### config.mk
export PLATFORM = sky130hd
export DESIGN_NAME = prga_decrypt_flat
export DESIGN_NICKNAME = d
export VERILOG_FILES = /design/src/rtl/rc4_pkg.sv /design/src/rtl/prga_decrypt_if.sv /design/src/rtl/prga_decrypt.sv /design/src/flat_wrapper.sv
export SDC_FILE = /design/constraint.sdc
export NUM_CORES = 1
export LEC_CHECK = 0
export ABC_CLOCK_PERIOD_IN_PS = 7380
export CORE_MARGIN = 4
export CORE_UTILIZATION = 30
export DETAILED_ROUTE_END_ITERATION = 10
export DONT_BUFFER_PORTS = 1
export SYNTH_ARGS = -nofsm -noshare
export SYNTH_HDL_FRONTEND = slang
export SYNTH_SLANG_ARGS = --single-unit
### constraint.sdc
create_clock -name clk -period 7.38 [get_ports clk]
set_input_delay 0.738 -clock clk [delete_from_list [all_inputs] [get_ports clk]]
set_output_delay 0.738 -clock clk [all_outputs]
set_load 0.01 [all_outputs]
### src/rtl/rc4_pkg.sv
// Shared definitions for the RC4 decryption chain: state encoding of the
// pseudo-random generation loop and the default message geometry.
package rc4_pkg;

  localparam int S_SIZE      = 256;
  localparam int MSG_LEN_DEF = 32;
  localparam int MSG_AW_DEF  = 5;

  typedef enum logic [3:0] {
    ST_IDLE    = 4'd0,
    ST_READ_I  = 4'd1,
    ST_LATCH_I = 4'd2,
    ST_READ_J  = 4'd3,
    ST_LATCH_J = 4'd4,
    ST_WRITE_I = 4'd5,
    ST_WRITE_J = 4'd6,
    ST_READ_F  = 4'd7,
    ST_LATCH_F = 4'd8,
    ST_DONE    = 4'd9
  } prga_state_e;

endpackage

### src/rtl/prga_decrypt_if.sv
// Memory-side bus of the PRGA stage: s_memory port, encrypted-message ROM
// port and decrypted-message RAM port. Read data arrives one cycle after the
// address is sampled.
interface prga_decrypt_if #(
  parameter int MSG_AW = 5
);

  logic [7:0]        s_address;
  logic [7:0]        s_data;
  logic              s_wren;
  logic [7:0]        s_q;
  logic [MSG_AW-1:0] enc_address;
  logic [7:0]        enc_q;
  logic [MSG_AW-1:0] dec_address;
  logic [7:0]        dec_data;
  logic              dec_wren;

  modport master (
    output s_address, s_data, s_wren, enc_address,
    output dec_address, dec_data, dec_wren,
    input  s_q, enc_q
  );

  modport slave (
    input  s_address, s_data, s_wren, enc_address,
    input  dec_address, dec_data, dec_wren,
    output s_q, enc_q
  );

endinterface

### src/rtl/prga_decrypt.sv
// RC4 pseudo-random generation loop: swaps S entries, forms the keystream
// byte and writes ciphertext XOR keystream into the decrypted-message RAM.
// One-shot: once DONE is reached only reset brings the block back to IDLE.
module prga_decrypt
  import rc4_pkg::*;
#(
  parameter int MSG_LEN = MSG_LEN_DEF,
  parameter int MSG_AW  = MSG_AW_DEF
) (
  input  logic            clk,
  input  logic            reset,
  input  logic            start_flag,
  output logic            done_flag,
  prga_decrypt_if.master  mem
);

  prga_state_e       state_r;
  prga_state_e       state_next_s;
  logic [7:0]        i_r;
  logic [7:0]        j_r;
  logic [MSG_AW-1:0] k_r;
  logic [7:0]        si_r;
  logic [7:0]        sj_r;
  logic [7:0]        enc_byte_r;
  logic              last_byte_s;

  assign last_byte_s = (k_r == MSG_AW'(MSG_LEN - 1));

  // State register
  always_ff @(posedge clk) begin
    if (reset) begin
      state_r <= ST_IDLE;
    end else begin
      state_r <= state_next_s;
    end
  end

  // Next-state sequencing: one cycle per state, eight cycles per byte
  always_comb begin
    state_next_s = state_r;
    case (state_r)
      ST_IDLE: begin
        if (start_flag) begin
          state_next_s = ST_READ_I;
        end else begin
          state_next_s = ST_IDLE;
        end
      end
      ST_READ_I:  state_next_s = ST_LATCH_I;
      ST_LATCH_I: state_next_s = ST_READ_J;
      ST_READ_J:  state_next_s = ST_LATCH_J;
      ST_LATCH_J: state_next_s = ST_WRITE_I;
      ST_WRITE_I: state_next_s = ST_WRITE_J;
      ST_WRITE_J: state_next_s = ST_READ_F;
      ST_READ_F:  state_next_s = ST_LATCH_F;
      ST_LATCH_F: begin
        if (last_byte_s) begin
          state_next_s = ST_DONE;
        end else begin
          state_next_s = ST_READ_I;
        end
      end
      ST_DONE:    state_next_s = ST_DONE;
      default:    state_next_s = ST_IDLE;
    endcase
  end

  // Index and operand registers; i and j wrap by natural 8-bit overflow
  always_ff @(posedge clk) begin
    if (reset) begin
      i_r        <= 8'd0;
      j_r        <= 8'd0;
      k_r        <= '0;
      si_r       <= 8'd0;
      sj_r       <= 8'd0;
      enc_byte_r <= 8'd0;
    end else begin
      case (state_r)
        ST_IDLE: begin
          if (start_flag) begin
            i_r <= 8'd1;
            j_r <= 8'd0;
            k_r <= '0;
          end
        end
        ST_LATCH_I: begin
          si_r <= mem.s_q;
          j_r  <= j_r + mem.s_q;
        end
        ST_LATCH_J: sj_r <= mem.s_q;
        ST_READ_F:  enc_byte_r <= mem.enc_q;
        ST_LATCH_F: begin
          if (!last_byte_s) begin
            k_r <= k_r + MSG_AW'(1);
            i_r <= i_r + 8'd1;
          end
        end
        default: ;
      endcase
    end
  end

  // Memory strobes, addresses and data decoded from the current state
  always_comb begin
    mem.s_address   = 8'd0;
    mem.s_data      = 8'd0;
    mem.s_wren      = 1'b0;
    mem.enc_address = '0;
    mem.dec_address = '0;
    mem.dec_data    = 8'd0;
    mem.dec_wren    = 1'b0;
    done_flag       = 1'b0;
    case (state_r)
      ST_READ_I: mem.s_address = i_r;
      ST_READ_J: mem.s_address = j_r;
      ST_WRITE_I: begin
        mem.s_address = i_r;
        mem.s_data    = sj_r;
        mem.s_wren    = 1'b1;
      end
      ST_WRITE_J: begin
        mem.s_address   = j_r;
        mem.s_data      = si_r;
        mem.s_wren      = 1'b1;
        mem.enc_address = k_r;
      end
      ST_READ_F: mem.s_address = si_r + sj_r;
      ST_LATCH_F: begin
        mem.dec_address = k_r;
        mem.dec_data    = mem.s_q ^ enc_byte_r;
        mem.dec_wren    = 1'b1;
      end
      ST_DONE: done_flag = 1'b1;
      default: ;
    endcase
  end

endmodule

### src/flat_wrapper.sv
// flat-port wrapper written by rule: the top's interface ports become plain ports
module prga_decrypt_flat import rc4_pkg::*;
#(
  parameter int MSG_LEN = MSG_LEN_DEF,
  parameter int MSG_AW  = MSG_AW_DEF
)
  (clk, reset, start_flag, done_flag, mem_s_address, mem_s_data, mem_s_wren, mem_enc_address, mem_dec_address, mem_dec_data, mem_dec_wren, mem_s_q, mem_enc_q);
  prga_decrypt_if #(.MSG_AW(MSG_AW)) mem_i ();
  input  logic clk;
  input  logic reset;
  input  logic start_flag;
  output logic done_flag;
  output wire logic [$bits(mem_i.s_address)-1:0] mem_s_address;
  output wire logic [$bits(mem_i.s_data)-1:0] mem_s_data;
  output wire logic [$bits(mem_i.s_wren)-1:0] mem_s_wren;
  output wire logic [$bits(mem_i.enc_address)-1:0] mem_enc_address;
  output wire logic [$bits(mem_i.dec_address)-1:0] mem_dec_address;
  output wire logic [$bits(mem_i.dec_data)-1:0] mem_dec_data;
  output wire logic [$bits(mem_i.dec_wren)-1:0] mem_dec_wren;
  input wire logic [$bits(mem_i.s_q)-1:0] mem_s_q;
  input wire logic [$bits(mem_i.enc_q)-1:0] mem_enc_q;
  assign mem_s_address = mem_i.s_address;
  assign mem_s_data = mem_i.s_data;
  assign mem_s_wren = mem_i.s_wren;
  assign mem_enc_address = mem_i.enc_address;
  assign mem_dec_address = mem_i.dec_address;
  assign mem_dec_data = mem_i.dec_data;
  assign mem_dec_wren = mem_i.dec_wren;
  assign mem_i.s_q = mem_s_q;
  assign mem_i.enc_q = mem_enc_q;
  prga_decrypt #(.MSG_LEN(MSG_LEN), .MSG_AW(MSG_AW)) u_core (.clk(clk), .reset(reset), .start_flag(start_flag), .done_flag(done_flag), .mem(mem_i));
endmodule
## After elaboration in Yosys (flattened, before gate mapping)

Cells that the tools add are included.

- Add/subtract/negate cells: 4
- Equality and inequality tests: 12
- Bitwise logic cells: 1
- Mux-type cells: 19
- Reductions and logical operators: 8

Operator list:

| operator | count |
|---|---|
| 8-bit case mux with 2 select lines | 3 |
| 4-bit case mux with 10 select lines | 1 |
| 8-bit two-way mux | 4 |
| 8-bit case mux with 3 select lines | 1 |
| 5-bit two-way mux | 4 |
| 8-bit adder | 2 |
| 4-bit by 3-bit == test with 1-bit output, second input constant | 4 |
| 5-bit case mux with 2 select lines | 1 |
| 8-bit by 1-bit adder with 8-bit output, second input constant | 1 |
| 4-bit by 2-bit == test with 1-bit output, second input constant | 2 |
| 4-bit == test, second input constant | 2 |
| 8-bit XOR | 1 |
| 2-bit OR reduction | 3 |
| 5-bit by 1-bit adder with 5-bit output, second input constant | 1 |
| 5-bit == test, second input constant | 1 |
| 4-bit by 1-bit == test with 1-bit output, second input constant | 1 |
| 4-bit zero test | 1 |
| 1-bit two-way mux | 4 |
| 4-bit two-way mux | 1 |
| 2-bit != test, second input constant | 2 |
| 2-bit nonzero test | 2 |
| 3-bit AND reduction | 1 |
| 2-bit AND reduction | 1 |

- Input port bits: 19
- Output and inout port bits: 37
- Word-level logic and storage cells: 51
- Register bits: 49

## Logic depth before layout (Yosys ltp)

- Word-level depth: 3
- Mapped depth: 9
- Depth with buffers taken out: 9

## Worst setup path after synthesis

Ideal clock, no wire load.

- Kind: reg-to-output
- Start: reg u_core.sj_r[0]
- End: out mem_s_address[6]
- Data required time: 6642 ps
- Cell stages (with the launch flop): 9
- Slack: 4737 ps
- Arrival time: 1905 ps
- Cells stage by stage: dfxtp_1 -> ha_1 -> inv_1 -> fa_1 -> nor2b_1 -> o21ai_0 -> a21oi_1 -> o21ai_0 -> o311ai_0

- Cells in the longest elaborated chain, start to end: 2

RTL lines:

| what | line | RTL |
|---|---|---|
| start, declared | prga_decrypt.sv:23 | `logic [7:0] sj_r;` |
| start signal, assigned | prga_decrypt.sv:90 | `ST_LATCH_J: sj_r <= mem.s_q;` |
| 8-bit adder | prga_decrypt.sv:127 | `ST_READ_F: mem.s_address = si_r + sj_r;` |
| 8-bit case mux with 3 select lines | prga_decrypt.sv:113 | `case (state_r)` |
| end, declared | flat_wrapper.sv:13 | `output wire logic [$bits(mem_i.s_address)-1:0] mem_s_address;` |

No other way between the ends.

## Worst setup path after layout

- Start: reg u_core.si_r[0]
- End: out mem_s_address[6]

- Cells in the longest elaborated chain, start to end: 2

RTL lines:

| what | line | RTL |
|---|---|---|
| start, declared | prga_decrypt.sv:22 | `logic [7:0] si_r;` |
| start signal, assigned | prga_decrypt.sv:87 | `si_r <= mem.s_q;` |
| 8-bit adder | prga_decrypt.sv:127 |  |
| 8-bit case mux with 3 select lines | prga_decrypt.sv:113 |  |

No other way between the ends.

==> impl_metrics.csv <==
group,metric,value,unit
outcome,status,"finished clean",
floorplan,initial_core_util,31.0,%
layout,design_area,0.00305,mm²
routing,drt_iter0_drc,127,
grt,grt_max_degree,44,
routing,firstDrtPassIters,4,
critical_path,r2r_start,"u_core.k_r[0]",
floorplan,die_x,106,µm
grt,overflow,0,
timing,final_hold_viol_count,0,
critical_path,worst_ep_arrival_time,2650,ps
logic_synthesis,ys_top_cells_by_area,"dfxtp_1 34%, ha_1 7.4%, nand2_1 7.2%",
logic_synthesis,yosysSeqAreaShare,34.1,%
layout,final_util,32.9,%
routing,routed_wl,7.78,mm
logic_synthesis,syn_area,0.00288,mm²
critical_path,regToRegEndpoint,"u_core.i_r[5]",
routing,wl_per_cell,16.2,µm
power_and_ir_drop,p_leak,1.08,nW
floorplan,ios,56,
routing,wl_met3,539,µm
floorplan,fp.dieH,106,µm
critical_path,crit_buf_inv,1,
routing,drc,0,
routing,top_layer,"met4",
timing,period_needed,3390,ps
placed_design,place_hpwl,5.75,mm
routing,ant_nets,0,
clock_network,htreeDepth,2,
critical_path,cp_common_cell,"o21ai_0",
critical_path,critPathMaxFanout,3,
logic_synthesis,synth_cells,359,
logic_synthesis,syn_nets,397,
placed_design,place_area,0.00297,mm²
critical_path,slowest_stage,"o311ai_0",
critical_path,worstSetupStartpointType,"flop",
logic_synthesis,async_flop_share,0,%
clock_network,path_clk_slew,110,ps
power_and_ir_drop,peakVddDrop,0.0692,mV
clock_network,root_buffer,"clkbuf_8",
critical_path,crit_type,"flop to output port",
critical_path,path_delay_family,"compound AO/OA/AOI/OAI gates",
logic_synthesis,synth_ff_type,"dfxtp_1",
timing,tightestPinTransition,911,ps
clock_network,cts_tree,"built",
power_and_ir_drop,power.density,166,mW/mm²
clock_network,max-clock-path-buffers,2,
critical_path,critical_path.cell_chain,"ha_1 > inv_1 > fa_1 > nor2b_1 > o21ai_0 > a21oi_1 > o21ai_0 > o311ai_0",
clock_network,numCtsBuffers,5,
timing,rsz0062_at_grt,"false",
hold_path,hold_path.class,"flop to flop",
hold_path,min_to,"u_core.enc_byte_r[0]",
placed_design,gp_congestion,0.808,
timing,max_freq,295,MHz
timing,fin_setup_tns,0,ps
critical_path,rr_worst_depth,8,
layout,area_growth,6.18,%
grt,antenna_found_initial,0,
hold_path,whs_path_depth,2,
critical_path,required,6640,ps
floorplan,dieArea,0.0112,mm²
routing,wl_met2,3.41,mm
clock_network,ctsHoldBuffers,0,
grt,grt_usage,13.7,%
critical_path,worst_setup_path_end_kind,"output port",
hold_path,min_from,"u_core.enc_byte_r[0]",
flow_run,drv_cap,0,
layout,layout_common_cells,"55 x nand2_1, 49 x dfxtp_1, 40 x nor2_1",
timing,setup_viol,0,
critical_path,cpPeakStageDelay,680,ps
layout,final_common_cell,"nand2_1",
routing,m1WireLength,3.77,mm
timing,drv_slew,0,
timing,finalCritPeriodShare,45.9,%
logic_synthesis,synth_top_area_cell,"dfxtp_1",
logic_synthesis,yosysUniqueCellTypes,47,
critical_path,setup.reg_to_reg.worst_slack,4760,ps
layout,diodes,0,
logic_synthesis,synth_top_area_share,34.1,%
clock_network,post_cts_buffers,0,
layout,layout-drive-gt1-share,3.71,%
floorplan,coreArea,0.00928,mm²
routing,viasPerCell,5.12,
floorplan,row_count,35,
grt,grt_pass1_vias,2306,
timing,skew,13.7,ps
routing,num_vias,2454,
logic_synthesis,avgSynthCellArea,8.01,µm²
logic_synthesis,ys_ff_latch,49,
timing,max-slew-margin-rel,38.8,%
clock_network,cts_sinks,49,
clock_network,clk_latency,310,ps
logic_synthesis,ys_warn_count,0,
logic_synthesis,synth_edf_count,0,
grt,grt_pass1_wl,12.3,mm
clock_network,cts_resized,0,
placed_design,io_buffers,0,
layout,nNetsFinal,387,
[cells by family (layout without fill, tap and decap cells)]
group	count (synthesis)	after routing	share of synthesized area, %
fa+ha+maj	19	19	8.79
simple gates	150	150	24.8
compound gates	91	91	21.4
buf+inv	27	18	3.91
flops	49	49	34.1
xor+xnor	23	23	7.00
[flip-flops by register name (all words and copies together) (netlist names)]
name               count
u_core.j_r             8
u_core.state_r         4
u_core.enc_byte_r      8
u_core.i_r             8
u_core.sj_r            8
u_core.si_r            8
u_core.k_r             5
[worst max path at each step]
stage | startpoint | endpoint | slack [ps] | cells past startpoint
final | u_core.si_r[0] | mem_s_address[6] | 3990 | 8
after global routing | u_core.si_r[0] | mem_s_address[6] | 3770 | 8
after CTS | u_core.sj_r[0] | mem_s_address[6] | 3970 | 8
after detailed placement | u_core.si_r[0] | mem_s_address[6] | 4380 | 8
after global placement | u_core.sj_r[0] | mem_s_address[6] | 4490 | 8
after floorplan | u_core.sj_r[0] | mem_s_address[6] | 4740 | 8
[where the power goes]
part           internal (W)  switching, W  leakage (nW)
clock network     0.0000672     0.0000999        0.0374
logic             0.0000234     0.0000327         0.645
registers          0.000271     0.0000111         0.396
[per-stage QoR]
stage | setup WS, ps | hold slack (ps) | power [W] | instances
final | 3990 | 468 | 0.000506 | 479
after global routing | 3770 | 469 | 0.000529 | 479
after CTS | 3970 | 471 | 0.000510 | 479
after detailed placement | 4380 | 458 | 0.000344 | 471
after global placement | 4490 | 451 | 0.000343 | 471
after floorplan | 4740 | 449 | 0.000335 | 359
[worst register-to-register path, cell delays in order (launching register included)]
cell,delay [ps]
dfxtp_1,370
ha_1,240
and3_1,190
ha_1,220
or2b_1,280
a2111oi_4,570
nand4_4,180
or3_1,370
a21oi_1,150
[cell usage after synthesis, types with 3 or more instances]
cell	n
o21ai_0	13
a211oi_1	3
and3_1	3
a221o_1	3
ha_1	17
nor3_1	11
a22oi_1	11
and2_1	12
nand2_1	55
buf_2	3
xnor2_1	13
a21oi_1	35
a22o_1	8
nand2b_1	8
xor2_1	10
or3_1	4
clkbuf_1	14
dfxtp_1	49
a21o_1	3
inv_1	9
nand4_1	3
nor2_1	40
nor2b_1	3
[final cells by class]
| type | count | area [µm²] |
|---|---|---|
| clock buffers | 6 | 72.6 |
| clock inverters | 2 | 15.0 |
| fillers | 1001 | 6230 |
| inverters | 9 | 33.8 |
| multi-input cells | 283 | 1780 |
| flip-flops and latches | 49 | 981 |
| well taps | 129 | 161 |
| repair buffers | 1 | 7.51 |
[metal layers]
metal  up-vias  global-route usage [%]
met2        70                    21.4
li1       1235                       -
met3         6                    2.85
met1      1143                    19.6
met4         0                    3.05
met5         -                       0
No activity file was read; power rests on OpenSTA's default activity.
